$ cat config.mk
export PLATFORM = sky130hd
export DESIGN_NAME = pc_unit_flat
export DESIGN_NICKNAME = d
export VERILOG_FILES = /design/src/rtl/pc_pkg.sv /design/src/rtl/pc_unit_if.sv /design/src/rtl/pc_redirect_buf.sv /design/src/rtl/pc_unit.sv /design/src/flat_wrapper.sv
export SDC_FILE = /design/constraint.sdc
export NUM_CORES = 1
export LEC_CHECK = 0
export CORE_MARGIN = 1
export CORE_UTILIZATION = 48
export DETAILED_ROUTE_END_ITERATION = 8
export GPL_TIMING_DRIVEN = 1
export PLACE_DENSITY = 0.86
export RECOVER_POWER = 50
export SYNTH_ARGS = -nofsm -noshare
export SYNTH_HDL_FRONTEND = slang
export SYNTH_SLANG_ARGS = --single-unit
export TNS_END_PERCENT = 30
$ cat constraint.sdc
create_clock -name Clk -period 4.46 [get_ports Clk]
set_clock_uncertainty 0.2 [all_clocks]
set_input_delay 0.892 -clock Clk [delete_from_list [all_inputs] [get_ports Clk]]
set_output_delay 0.892 -clock Clk [all_outputs]
set_load 0.005 [all_outputs]
$ cat src/rtl/pc_pkg.sv
// Shared defaults and next-PC source encoding for the IF-stage program counter.
package pc_pkg;

  localparam logic [31:0] RESET_VEC_DEF  = 32'h0000_3000;
  localparam logic [31:0] EXC_VEC_DEF    = 32'h0000_4180;
  localparam logic [31:0] IMEM_BASE_DEF  = 32'h0000_3000;
  localparam int unsigned IMEM_BYTES_DEF = 16384;

  typedef enum logic [2:0] {
    NPC_EXC,
    NPC_ERET,
    NPC_BR,
    NPC_PEND,
    NPC_SEQ,
    NPC_HOLD
  } npc_src_e;

endpackage

$ cat src/rtl/pc_unit_if.sv
// Control/redirect inputs and fetch-address outputs of the program-counter unit.
interface pc_unit_if #(
  parameter int WIDTH = 32
);
  logic             En;
  logic             Br;
  logic [WIDTH-1:0] BrTarget;
  logic             Exc;
  logic             Eret;
  logic [WIDTH-1:0] Epc;
  logic [WIDTH-1:0] Out;
  logic [WIDTH-1:0] OutPlus4;
  logic             PendValid;
  logic             FetchErr;

  modport master (
    output En, Br, BrTarget, Exc, Eret, Epc,
    input  Out, OutPlus4, PendValid, FetchErr
  );

  modport slave (
    input  En, Br, BrTarget, Exc, Eret, Epc,
    output Out, OutPlus4, PendValid, FetchErr
  );
endinterface

$ cat src/rtl/pc_redirect_buf.sv
// One-entry buffer holding a redirect target that arrived while fetch was stalled.
module pc_redirect_buf #(
  parameter int WIDTH = 32
) (
  input  logic             i_clk,
  input  logic             i_rst_n,
  input  logic             i_load,
  input  logic             i_clr,
  input  logic [WIDTH-1:0] i_target,
  output logic             o_valid,
  output logic [WIDTH-1:0] o_target
);

  logic             r_valid;
  logic [WIDTH-1:0] r_target;

  // Clear wins over load; the target itself is qualified by r_valid so it needs no reset.
  always_ff @(posedge i_clk or negedge i_rst_n) begin
    if (!i_rst_n)    r_valid <= 1'b0;
    else if (i_clr)  r_valid <= 1'b0;
    else if (i_load) r_valid <= 1'b1;
  end

  always_ff @(posedge i_clk) begin
    if (i_load) r_target <= i_target;
  end

  assign o_valid  = r_valid;
  assign o_target = r_target;

endmodule

$ cat src/rtl/pc_unit.sv
// IF-stage program counter: prioritised next-PC selection, stall-time redirect
// buffering and fetch-window error flag.
module pc_unit
  import pc_pkg::*;
#(
  parameter int             WIDTH      = 32,
  parameter logic [WIDTH-1:0] RESET_VEC  = WIDTH'(RESET_VEC_DEF),
  parameter logic [WIDTH-1:0] EXC_VEC    = WIDTH'(EXC_VEC_DEF),
  parameter logic [WIDTH-1:0] IMEM_BASE  = WIDTH'(IMEM_BASE_DEF),
  parameter int unsigned    IMEM_BYTES = IMEM_BYTES_DEF
) (
  input  logic        Clk,
  input  logic        Reset,
  pc_unit_if.slave    bus
);

  logic [WIDTH-1:0] r_pc;
  logic [WIDTH-1:0] w_next;
  logic [WIDTH-1:0] w_plus4;
  logic [WIDTH-1:0] w_pend_target;
  logic             w_pend_valid;
  logic             w_buf_load;
  logic             w_buf_clr;
  npc_src_e         w_src;

  logic [WIDTH:0]   w_pc_ext;
  logic [WIDTH:0]   w_lo_ext;
  logic [WIDTH:0]   w_hi_ext;

  assign w_plus4 = r_pc + WIDTH'(4);

  always_comb begin
    w_src = NPC_HOLD;
    if (bus.Exc)            w_src = NPC_EXC;
    else if (bus.Eret)      w_src = NPC_ERET;
    else if (bus.En) begin
      if (bus.Br)           w_src = NPC_BR;
      else if (w_pend_valid) w_src = NPC_PEND;
      else                  w_src = NPC_SEQ;
    end
  end

  always_comb begin
    w_next = r_pc;
    case (w_src)
      NPC_EXC:  w_next = EXC_VEC;
      NPC_ERET: w_next = bus.Epc;
      NPC_BR:   w_next = bus.BrTarget;
      NPC_PEND: w_next = w_pend_target;
      NPC_SEQ:  w_next = w_plus4;
      default:  w_next = r_pc;
    endcase
  end

  // Any taken PC update empties the buffer; only a stalled, un-preempted Br fills it.
  assign w_buf_clr  = bus.Exc | bus.Eret | bus.En;
  assign w_buf_load = ~bus.Exc & ~bus.Eret & ~bus.En & bus.Br;

  pc_redirect_buf #(.WIDTH(WIDTH)) u_buf (
    .i_clk    (Clk),
    .i_rst_n  (Reset),
    .i_load   (w_buf_load),
    .i_clr    (w_buf_clr),
    .i_target (bus.BrTarget),
    .o_valid  (w_pend_valid),
    .o_target (w_pend_target)
  );

  always_ff @(posedge Clk or negedge Reset) begin
    if (!Reset) r_pc <= RESET_VEC;
    else        r_pc <= w_next;
  end

  // Window bound is one bit wider so IMEM_BASE + IMEM_BYTES cannot wrap.
  assign w_pc_ext = {1'b0, r_pc};
  assign w_lo_ext = {1'b0, IMEM_BASE};
  assign w_hi_ext = {1'b0, IMEM_BASE} + (WIDTH+1)'(IMEM_BYTES);

  assign bus.Out       = r_pc;
  assign bus.OutPlus4  = w_plus4;
  assign bus.PendValid = w_pend_valid;
  assign bus.FetchErr  = (|r_pc[1:0]) | (w_pc_ext < w_lo_ext) | (w_pc_ext >= w_hi_ext);

endmodule

$ cat src/flat_wrapper.sv
// flat-port wrapper written by rule: the top's interface ports become plain ports
module pc_unit_flat import pc_pkg::*;
#(
  parameter int             WIDTH      = 32,
  parameter logic [WIDTH-1:0] RESET_VEC  = WIDTH'(RESET_VEC_DEF),
  parameter logic [WIDTH-1:0] EXC_VEC    = WIDTH'(EXC_VEC_DEF),
  parameter logic [WIDTH-1:0] IMEM_BASE  = WIDTH'(IMEM_BASE_DEF),
  parameter int unsigned    IMEM_BYTES = IMEM_BYTES_DEF
)
  (Clk, Reset, bus_En, bus_Br, bus_BrTarget, bus_Exc, bus_Eret, bus_Epc, bus_Out, bus_OutPlus4, bus_PendValid, bus_FetchErr);
  pc_unit_if #(.WIDTH(WIDTH)) bus_i ();
  input  logic Clk;
  input  logic Reset;
  input wire logic [$bits(bus_i.En)-1:0] bus_En;
  input wire logic [$bits(bus_i.Br)-1:0] bus_Br;
  input wire logic [$bits(bus_i.BrTarget)-1:0] bus_BrTarget;
  input wire logic [$bits(bus_i.Exc)-1:0] bus_Exc;
  input wire logic [$bits(bus_i.Eret)-1:0] bus_Eret;
  input wire logic [$bits(bus_i.Epc)-1:0] bus_Epc;
  output wire logic [$bits(bus_i.Out)-1:0] bus_Out;
  output wire logic [$bits(bus_i.OutPlus4)-1:0] bus_OutPlus4;
  output wire logic [$bits(bus_i.PendValid)-1:0] bus_PendValid;
  output wire logic [$bits(bus_i.FetchErr)-1:0] bus_FetchErr;
  assign bus_i.En = bus_En;
  assign bus_i.Br = bus_Br;
  assign bus_i.BrTarget = bus_BrTarget;
  assign bus_i.Exc = bus_Exc;
  assign bus_i.Eret = bus_Eret;
  assign bus_i.Epc = bus_Epc;
  assign bus_Out = bus_i.Out;
  assign bus_OutPlus4 = bus_i.OutPlus4;
  assign bus_PendValid = bus_i.PendValid;
  assign bus_FetchErr = bus_i.FetchErr;
  pc_unit #(.WIDTH(WIDTH), .RESET_VEC(RESET_VEC), .EXC_VEC(EXC_VEC), .IMEM_BASE(IMEM_BASE), .IMEM_BYTES(IMEM_BYTES)) u_core (.Clk(Clk), .Reset(Reset), .bus(bus_i));
endmodule
==> results.yml <==
route:
  vias_per_cell: 6.183
  routedWlPerCell_microns: 19.82
  drc: 0
  drt.antenna.violating_nets: 0
  vias: 3555
  wirelength_microns: 11400
  drt-pass1-iter-count: 8
  drt-initial-drc-count: 355
pwr:
  p_int_mw: 1.022
  peakVddDrop_v: 0.0002060
  p_sw_share_pct: 27.99
  p_switching_mw: 0.3972
  combPwrFrac_pct: 19.4
  total_power_mw: 1.419
  p_seq_share_pct: 49.9
  power.leakage_nw: 2.149
  clkPwrFrac_pct: 30.7
  pwr_density_cell_nw_per_um2: 273.6
cts:
  htreeDepth: 3
  cts_buffers: 9
  clk_pin_slew_ns: 0.07
  post_cts_resized: 0
  clockRootBuffer: "clkbuf_8"
  cts_sinks: 65
  clock_path_buffers: 2
  ctsHoldBuffers: 0
  clk_latency_ns: 0.35
  cts_setup_buffers: 0
  cts_tree: "built"
global_route:
  grt_pass1_wl_microns: 17750
  antenna_found_initial: 0
  grt_overflow: 0
  grt_pass1_vias: 3475
  grt_use_total_pct: 30.76
  grt_max_degree: 34
floorplanning:
  core_sq_um: 7253
  die-area_sq_um: 7829
  initial_core_util_pct: 49.49
  io_pins: 136
  rows: 31
  dieHeight_microns: 88.48
  die_x_microns: 88.48
timing:
  rsz0062_at_grt: "false"
  tns_ns: 0
  max_slew_margin_pct: -28.27
  setup_viol: 0
  clock.fmax_ghz: 0.2469
  min_period_over_period_pct: 90.82
  period_minus_slack_ns: 4.050
  slew_viol_final: 34
  hold_viol: 0
  worst_pin_slew_ns: 1.924
worst_setup_path:
  path_max_fanout: 7
  crit_required_ns: 3.37
  crit_type: "reg -> out"
  startpoint: "u_core.bus.Out[3]"
  regToRegStartpoint: "u_core.bus.Out[3]"
  endpoint_kind: "output pin"
  cp.arrival_ns: 2.96
  critPathLaunchType: "register"
logic_synthesis:
  synth.distinct_cells: 44
  yosysWarnings: 0
  syn_avg_cell_area_sq_um: 10.50
  synth_area_sq_um: 3590
  synthTopCellsByCount: "35 x nand2_1, 32 x edfxtp_1, 31 x dfrtp_1, 28 x nor2_1, 17 x a21o_1"
  synth.most_common_cell: "nand2_1"
  yosys-top-cells-area: "edfxtp_1 27%, dfrtp_1 22%, a221o_1 4.2%"
  synth_top_cell_by_area: "edfxtp_1"
  yosysSeqAreaShare_pct: 49.84
  syn_nets: 414
  async_reset_ff_share_pct: 50.77
  synth_top_area_share_pct: 26.77
  ys_ff_latch: 65
  synthCells: 342
  ys.flop_type: "edfxtp_1"
  synth-edff-count: 32
final_layout:
  design_area_sq_um: 5186
  final_nets: 543
  seq_area_sq_um: 1789
  area_growth_syn_to_layout_pct: 44.48
  fillers: 533
  drive_above_1_share_pct: 7.563
  num_antenna_cells: 0
  multi_input_comb_area_sq_um: 1659
job:
  max_cap_violations: 1
outcome:
  violations: "capacitance limit, slew limit"
  status: "finished with violations"
min_path:
  min_path_type: "reg -> reg"
  hold_start: "u_core.u_buf.o_target[10]"
placed_design:
  gp_congestion: 0.9289
  dp_hpwl_microns: 8198
  port_buffers: 135
  dpl-instance-area_sq_um: 5025
## cell type report
| class | instances | share of cell area (%) |
|---|---|---|
| Clock buffer | 10 | 2.461 |
| Clock inverter | 6 | 0.6755 |
| Inverter | 5 | 0.3619 |
| Multi-Input combinational cell | 245 | 31.99 |
| Sequential cell | 65 | 34.50 |
| Tap cell | 99 | 2.388 |
| Timing Repair Buffer | 145 | 27.62 |
## state kept, by name (all words and copies together) (netlist names)
signal                 count
u_core.bus.Out            32
u_core.u_buf.o_target     32
u_core.u_buf.o_valid       1
## cells in the final DEF (no fill, tap or decap), drive strengths merged, types with 2 or more instances in the layout
master and instances:
o21ai 10, nor3b 3, a222oi 12, xnor2 19, nand4 15, ha 2
and3 5, nor2 28, a21oi 13, xor2 10, inv 5, dlygate4sd3 65
a221o 15, clkinv 4, clkdlybuf4s50 69, nand2 35, dfstp 2, a32oi 2
a21o 17, edfxtp 32, nand3 15, clkbuf 11, nor3 4, a21boi 3
clkinvlp 2, and2 3, dfrtp 31, buf 10, nor4 9, a22oi 14
and4 3
## cell families after synthesis
logic type | synth area share [%]
adder cells (fa/ha/maj) | 0.6970
buffers and inverters | 3.938
AO/OA/AOI/OAI | 19.31
flip-flops | 49.84
XOR/XNOR | 7.912
AND/OR/NAND/NOR | 18.30
## routing by layer
layer | global-route usage (%) | up-vias | part of all wire [%]
li1 | - | 1576 | -
met1 | 39.82 | 1690 | 39
met2 | 48.88 | 248 | 48
met3 | 5.131 | 41 | 9.3
met4 | 18.04 | 0 | 4.5
met5 | 0 | - | 0
## power groups by stage
stage               clock network [mW]  logic, mW  registers, mW
floorplan                            0      0.104          0.707
global placement                     0      0.281          0.718
detailed placement                   0      0.286          0.720
CTS                              0.436      0.288          0.708
global route                     0.459      0.297          0.713
finish                           0.435      0.275          0.709
## metrics by stage
step                      std cells  hold WS (ns)  utilization (%)  setup slack, ns
after floorplan                 342        0.2248                -            1.398
after global placement          559        0.2294            69.28           0.9808
after detailed placement        559        0.2481            69.28           0.8364
after CTS                       575        0.2643            71.52           0.4524
after global routing            575        0.2817            71.50           0.2661
final                           575        0.2617            71.50           0.4096
## path summary, 6_finish.rpt
path / end / slack (ns) / cells past startpoint
setup / recovery: bus_OutPlus4[30] / 0.41 / 6
hold / removal: u_core.bus.Out[10] / 0.26 / 2
setup reg to reg: u_core.bus.Out[30] / 1.92 / 6
hold reg to reg: u_core.bus.Out[10] / 0.26 / 2
max in group asynchronous: u_core.bus.Out[7] / 2.08 / 1
min in group asynchronous: u_core.bus.Out[21] / 0.86 / 1
## critical path: stages, from the launching register on
cell             delay [ns]
dfrtp_1                0.46
ha_1                   0.33
nand4_2                0.24
nor4_4                 0.62
nand4_1                0.22
xnor2_2                0.21
clkdlybuf4s50_1        0.53
Note: power is estimated with default switching activity, not from simulation.
